===== src/rtl/uart_rx.sv =====
// 8N1 UART receiver with 16x oversampling, a local tick divider and registered byte/strobe outputs.
// rx_valid / frame_err appear 3 + 152*OSR_DIV cycles after rxd is first sampled low.
module uart_rx #(
    parameter int unsigned CLK_FREQ = 50000000,
    parameter int unsigned BAUD     = 115200,
    parameter int unsigned OSR_DIV  = CLK_FREQ / (BAUD * 16)
) (
    input  logic       clk,
    input  logic       rst_n,
    input  logic       rxd,
    output logic [7:0] rx_data,
    output logic       rx_valid,
    output logic       frame_err,
    output logic       busy
);

    // OSR_DIV must be at least 2.
    localparam int unsigned DIV_W = (OSR_DIV > 1) ? $clog2(OSR_DIV) : 1;
    localparam logic [DIV_W-1:0] DIV_MAX = DIV_W'(OSR_DIV - 1);

    typedef enum logic [1:0] {
        IDLE  = 2'd0,
        START = 2'd1,
        DATA  = 2'd2,
        STOP  = 2'd3
    } state_e;

    state_e           state_q, state_d;
    logic             sync1_q, sync2_q, sync3_q;
    logic [DIV_W-1:0] div_q, div_d;
    logic             tick_q, tick_d;
    logic [3:0]       scnt_q, scnt_d;
    logic [2:0]       bcnt_q, bcnt_d;
    logic [7:0]       shreg_q, shreg_d;
    logic [7:0]       rx_data_q, rx_data_d;
    logic             rx_valid_q, rx_valid_d;
    logic             frame_err_q, frame_err_d;
    logic             busy_q, busy_d;
    logic             rxd_s;
    logic             fall_c;

    assign rxd_s  = sync2_q;
    assign fall_c = sync3_q & ~rxd_s;

    // Two-flop synchronizer plus a delayed copy for edge detection.
    always_ff @(posedge clk or negedge rst_n) begin
        if (!rst_n) begin
            sync1_q <= 1'b1;
            sync2_q <= 1'b1;
            sync3_q <= 1'b1;
        end else begin
            sync1_q <= rxd;
            sync2_q <= sync1_q;
            sync3_q <= sync2_q;
        end
    end

    // State, counters and output registers.
    always_ff @(posedge clk or negedge rst_n) begin
        if (!rst_n) begin
            state_q     <= IDLE;
            div_q       <= '0;
            tick_q      <= 1'b0;
            scnt_q      <= 4'd0;
            bcnt_q      <= 3'd0;
            shreg_q     <= 8'h00;
            rx_data_q   <= 8'h00;
            rx_valid_q  <= 1'b0;
            frame_err_q <= 1'b0;
            busy_q      <= 1'b0;
        end else begin
            state_q     <= state_d;
            div_q       <= div_d;
            tick_q      <= tick_d;
            scnt_q      <= scnt_d;
            bcnt_q      <= bcnt_d;
            shreg_q     <= shreg_d;
            rx_data_q   <= rx_data_d;
            rx_valid_q  <= rx_valid_d;
            frame_err_q <= frame_err_d;
            busy_q      <= busy_d;
        end
    end

    // Next-state logic; the divider is held at 0 in IDLE so it restarts aligned to the start edge.
    always_comb begin
        state_d     = state_q;
        div_d       = div_q;
        tick_d      = 1'b0;
        scnt_d      = scnt_q;
        bcnt_d      = bcnt_q;
        shreg_d     = shreg_q;
        rx_data_d   = rx_data_q;
        rx_valid_d  = 1'b0;
        frame_err_d = 1'b0;
        busy_d      = (state_q != IDLE);

        if (state_q == IDLE || div_q == DIV_MAX) begin
            div_d = '0;
        end else begin
            div_d = div_q + DIV_W'(1);
        end
        tick_d = (state_q != IDLE) && (div_q == DIV_MAX);

        unique case (state_q)
            IDLE: begin
                if (fall_c) begin
                    scnt_d  = 4'd0;
                    state_d = START;
                end
            end
            START: begin
                if (tick_q) begin
                    scnt_d = scnt_q + 4'd1;
                    if (scnt_q == 4'd7) begin
                        if (rxd_s) begin
                            state_d = IDLE;
                        end else begin
                            scnt_d  = 4'd0;
                            bcnt_d  = 3'd0;
                            state_d = DATA;
                        end
                    end
                end
            end
            DATA: begin
                if (tick_q) begin
                    scnt_d = scnt_q + 4'd1;
                    if (scnt_q == 4'd15) begin
                        shreg_d = {rxd_s, shreg_q[7:1]};
                        if (bcnt_q == 3'd7) begin
                            state_d = STOP;
                        end else begin
                            bcnt_d = bcnt_q + 3'd1;
                        end
                    end
                end
            end
            STOP: begin
                if (tick_q) begin
                    scnt_d = scnt_q + 4'd1;
                    if (scnt_q == 4'd15) begin
                        if (rxd_s) begin
                            rx_data_d  = shreg_q;
                            rx_valid_d = 1'b1;
                        end else begin
                            frame_err_d = 1'b1;
                        end
                        state_d = IDLE;
                    end
                end
            end
            default: state_d = IDLE;
        endcase
    end

    assign rx_data   = rx_data_q;
    assign rx_valid  = rx_valid_q;
    assign frame_err = frame_err_q;
    assign busy      = busy_q;

endmodule


===== config.mk =====
export PLATFORM = sky130hd
export DESIGN_NAME = uart_rx
export DESIGN_NICKNAME = d
export VERILOG_FILES = /design/src/rtl/uart_rx.sv
export SDC_FILE = /design/constraint.sdc
export NUM_CORES = 1
export LEC_CHECK = 0
export CAP_MARGIN = 20
export CORE_ASPECT_RATIO = 1.1
export CORE_UTILIZATION = 35
export CTS_CLUSTER_DIAMETER = 80
export DETAILED_ROUTE_END_ITERATION = 16
export GPL_TIMING_DRIVEN = 0
export SYNTH_ARGS = -nofsm -noshare
export SYNTH_HDL_FRONTEND = slang
export SYNTH_SLANG_ARGS = --single-unit

===== constraint.sdc =====
create_clock -name clk -period 2 [get_ports clk]
set_clock_uncertainty 0.05 [all_clocks]
set_input_delay 0.4 -clock clk [delete_from_list [all_inputs] [get_ports clk]]
set_output_delay 0.4 -clock clk [all_outputs]
set_load 0.005 [all_outputs]

## Yosys cells after proc, flatten, opt, wreduce, memory -nomap -nowiden

Cells that the tools add are included.

| storage, ports and cells | value |
|---|---|
| output and inout port bits | 11 |
| memories | 0 |
| memory bits (read-only) | 0 |
| flip-flop bits (word level) | 37 |
| logic and storage cells | 79 |
| bits in writable memories | 0 |
| input port bits | 3 |
| bits in latches | 0 |

| operators by class | value |
|---|---|
| bitwise gates (word level) | 2 |
| shifts and indexed selects | 0 |
| eq/ne operators | 18 |
| multiply operators | 0 |
| muxes and demuxes | 32 |
| reductions and logical operators | 11 |
| add/subtract/negate cells | 3 |
| divide/modulo/power cells | 0 |
| $lt $le $gt $ge | 0 |

Operator list:

| kind | number |
|---|---|
| $mux W4 | 5 |
| $ne A2 B2 Y1 const B | 10 |
| $mux W2 | 9 |
| $mux W3 | 6 |
| $pmux W4 S3 | 1 |
| $mux W1 | 8 |
| $pmux W2 S4 | 1 |
| $reduce_and A8 Y1 | 1 |
| $reduce_and A7 Y1 | 1 |
| $pmux W3 S2 | 1 |
| $reduce_and A3 Y1 | 2 |
| $add A5 B1 Y5 const B | 1 |
| $eq A5 B5 Y1 const B | 1 |
| $mux W5 | 1 |
| $add A4 B1 Y4 const B | 1 |
| $eq A2 B2 Y1 const B | 2 |
| $eq A4 B3 Y1 const B | 1 |
| $eq A4 B4 Y1 const B | 1 |
| $reduce_and A4 Y1 | 1 |
| $reduce_bool A2 Y1 | 2 |
| $add A3 B1 Y3 const B | 1 |
| $eq A3 B3 Y1 const B | 1 |
| $eq A2 B1 Y1 const B | 1 |
| $logic_not A2 Y1 | 1 |
| 6 further kinds | 6 |

## Depth between registers and ports, before layout

| logic depth | value |
|---|---|
| word-level depth | 5 |
| mapped depth | 5 |
| depth with buffers taken out | 5 |

## Least setup slack after synthesis

Ideal clock, no wire load.

| path | value |
|---|---|
| kind | register to register |
| start point | reg sync2_q, in the netlist rxd_s |
| end point | reg scnt_q[3] |
| stages on the path, launching flop included | 6 |
| data arrival time | 1.471 ns |
| slack | 0.399 ns |
| setup time | 0.080 ns |
| cell sequence | dfstp_2 buf_2 nand4bb_1 a21oi_1 or4_4 o211ai_2 |

| between the ends | value |
|---|---|
| cells in the longest elaborated chain, start to end | 4 |

Ends and longest elaborated chain:

| item | RTL line | text |
|---|---|---|
| start, declared | 29 | `logic sync1_q, sync2_q, sync3_q;` |
| start signal, assigned | 53 | `sync2_q <= sync1_q;` |
| $mux W4 or $not A1 Y1 (tied branches) | 116, 43 |  |
| $mux W4 or $and A1 B1 Y1 (tied branches) | 115, 43 |  |
| $mux W4 or $ne A2 B2 Y1 (tied branches) | - |  |
| $pmux W4 S3 or $reduce_and A3 Y1 (tied branches) | - |  |
| end signal, assigned | 75 | `scnt_q <= scnt_d;` |
| end, declared | 32 | `logic [3:0] scnt_q, scnt_d;` |

Several ways; a longest one is shown, not always the timed one. The select of a mux whose other input is x is not followed.
A chain may end at the register's enable or synchronous reset.

## Worst setup path after layout

| path | value |
|---|---|
| start point | reg scnt_q[0] |
| end point | reg shreg_q[4] |

| between the ends | value |
|---|---|
| cells in the longest elaborated chain, start to end | 2 |

Ends and longest elaborated chain:

| item | RTL line | text |
|---|---|---|
| $eq A4 B4 Y1 | 129 | `if (scnt_q == 4'd15) begin` |
| $reduce_and A3 Y1 (no source line) | - |  |
| end signal, assigned | 77 | `shreg_q <= shreg_d;` |
| end, declared | 34 | `logic [7:0] shreg_q, shreg_d;` |

No other way between the ends.

==> results_dict.tcl <==
set metrics [dict create \
    synth_top_area_share_pct 52.7 \
    dp_worst_setup_slack_ns 0.203 \
    die_h_um 73.3 \
    seq_area_um2 930 \
    timing.final.crit_share_pct 89.1 \
    synth_area_mm2 0.00162 \
    area_delta_synth_final_pct 17.0 \
    drt_iter0_markers 23 \
    timing_worst_setup_path_type "register to register" \
    p_per_area_mw_per_mm2 816 \
    rsz0062_at_grt "no" \
    setup_slack_ns 0.217 \
    die_w_um 66.8 \
    synth_area_leaders "dfrtp_1 53%, mux2_1 13%, dfstp_2 4.9%" \
    final_area_mm2 0.00189 \
    crit_path_end_kind "register" \
    ant_nets 0 \
    worst_pin_slew_ns 0.779 \
    async_reset_ff_share_pct 100 \
    synth-seq-cells 37 \
    dieArea_mm2 0.00489 \
    ys_seq_area_share_pct 57.6 \
    numCtsBuffers 5 \
    htree_levels 2 \
    cp-start-kind "register" \
    first_pass_iters 4 \
    min_path_type "input port to asynchronous set/reset pin" \
    drv_cap 0 \
    synth.distinct_cells 36 \
    wl_per_cell_um 12.5 \
    ys.flop_type "dfrtp_1" \
    vdd_drop_max_mv 0.603 \
    p_leak_uw 0.000910 \
    antenna_cells 0 \
    synthAdderAreaFrac_pct 3.87 \
    drc 0 \
    grt_start_max_net_pins 38 \
    status "finished clean" \
    synthTopCellsByCount "34 x dfrtp_1, 19 x mux2_1, 11 x nor2_1, 6 x nand2_1" \
    nFillCells 405 \
    slew_viol_final 0 \
    synth_nets 135 \
    cts_tree "yes" \
    crit_fanout 8 \
    grt_overflow 0 \
    avgViaCountPerCell 4.85 \
    dp_hpwl_um 1770 \
    gp_congestion 0.769 \
    grt_usage_pct 13.3 \
    setup_viol 0 \
    synth-edff-count 0 \
    synth-compound-area-share_pct 5.34 \
    cts_resized 0 \
    cp.arrival_ns 1.89 \
    grt_pass1_vias 1063 \
    synth.avg_cell_area_um2 12.7 \
    post-cts-setup-buffers 0 \
    numPortBuffers 13 \
    ios 14 \
    num_vias 980 \
    core_mm2 0.00435 \
    clkTransAtPathRegs_ns 0.07 \
    synthSimpleGateAreaFrac_pct 14.2 \
    start_util_pct 37.2 \
    post_dp_cell_area_mm2 0.00181 \
    synthXorXnorAreaFrac_pct 2.71 \
    cp.required_ns 2.11 \
    max_freq_mhz 561 \
    clock-sinks 37 \
    multiInputGateArea_um2 636 \
    period_minus_slack_ns 1.78 \
    max-slew-margin-rel_pct 48.0 \
    synth.most_common_cell "dfrtp_1" \
    synth.largest_area_cell "dfrtp_1" \
    yosys_warnings 0 \
    antenna_found_initial 0 \
    root_buffer "clkbuf_8" \
    clk_latency_ns 0.28 \
    fin_nets 155 \
    grt_pass1_wl_um 4750 \
    synthMuxAreaShare_pct 13.2 \
    finalHoldViolations 0 \
    syn_inst 127 \
    rows 25 \
    drive_above_1_share_pct 15.5 \
    drt-total-wl_um 2520 \
    clockBufferDepth 2 \
    synth_top_family_by_area "simple AND/OR/NAND/NOR gates" \
    cts_hold_buf 0 \
]
-- layer usage --
layer  track usage (%)  share of wire [%]  up-vias
met5                 0                  0        -
met4              7.09                2.5        0
met3              4.35                3.1        6
met2              22.1                 51       16
met1              15.1                 44      485
li1                  -                  -      473
-- path summary, 6_finish.rpt --
kind / startpoint / end / slack, ns / depth (start not counted)
setup / recovery: scnt_q[0] / shreg_q[4] / 0.22 / 4
hold / removal: rst_n / asynchronous set/reset pin / 0.15 / 1
setup reg to reg: scnt_q[0] / shreg_q[4] / 0.22 / 4
hold reg to reg: rxd_s / sync3_q / 0.31 / 0
max in group asynchronous: rst_n / rx_data[7] / 1.27 / 1
min in group clk: rxd_s / sync3_q / 0.31 / 0
-- sequential cells by signal (all words and copies together), names as in the netlist, 3 cells and up, named ones only --
register	cells
bcnt_q	3
div_q	5
scnt_q	4
shreg_q	8
rx_data	8
-- layout make-up --
type	count	share of cell area, %
clock buffer	6	3.84
tap	54	3.57
clock inverter	2	0.529
buffer	5	1.65
timing repair buffer	13	6.62
multi-input combinational	80	33.6
sequential	37	49.2
inverter	5	0.993
-- stage by stage --
stage               setup TNS (ns)  total power, uW  hold WS, ns  utilization [%]  cells
global route                     0             1650        0.222             43.5    202
CTS                              0             1570        0.171             43.5    202
global placement             -8.66             1060        0.296             41.7    194
floorplan                        0             1010       0.0544                -    127
detailed placement               0             1070        0.303             41.6    194
finish                           0             1540        0.147             43.5    202
-- report_power, final --
group / internal (uW) / switching, uW
clock: 241 / 244
sequential: 814 / 58.4
combinational: 87.9 / 97.9
total: 1140 / 401
-- cells in the final DEF (no fill, tap or decap), types with 2 or more instances in the layout --
master            n
nand3_1           5
inv_1             4
buf_2             4
clkdlybuf4s50_1  12
mux2_1           19
nor2_1           11
nor2b_1           2
clkinv_2          2
xnor2_1           2
xor2_1            3
nor3b_1           3
ha_1              5
clkbuf_8          5
a21oi_1           2
nand2b_1          2
nand2_1           6
o21ai_1           3
dfstp_2           3
dfrtp_1          34
-- kinds of logic (layout without fill, tap and decap cells) --
| family | count (synthesis) | count (layout) |
|---|---|---|
| AND/OR/NAND/NOR | 39 | 39 |
| flip-flops | 37 | 37 |
| multiplexers | 19 | 19 |
| AO/OA/AOI/OAI | 12 | 12 |
| buffers and inverters | 10 | 31 |
| adder cells (fa/ha/maj) | 5 | 5 |
| XOR/XNOR | 5 | 5 |
-- worst max-delay path, stage by stage, from the launching register on --
cell	delay, ns
dfrtp_1	0.39
ha_1	0.24
nand4_1	0.19
nor2_2	0.42
mux2_1	0.37
Note: power is estimated with default switching activity, not from simulation.
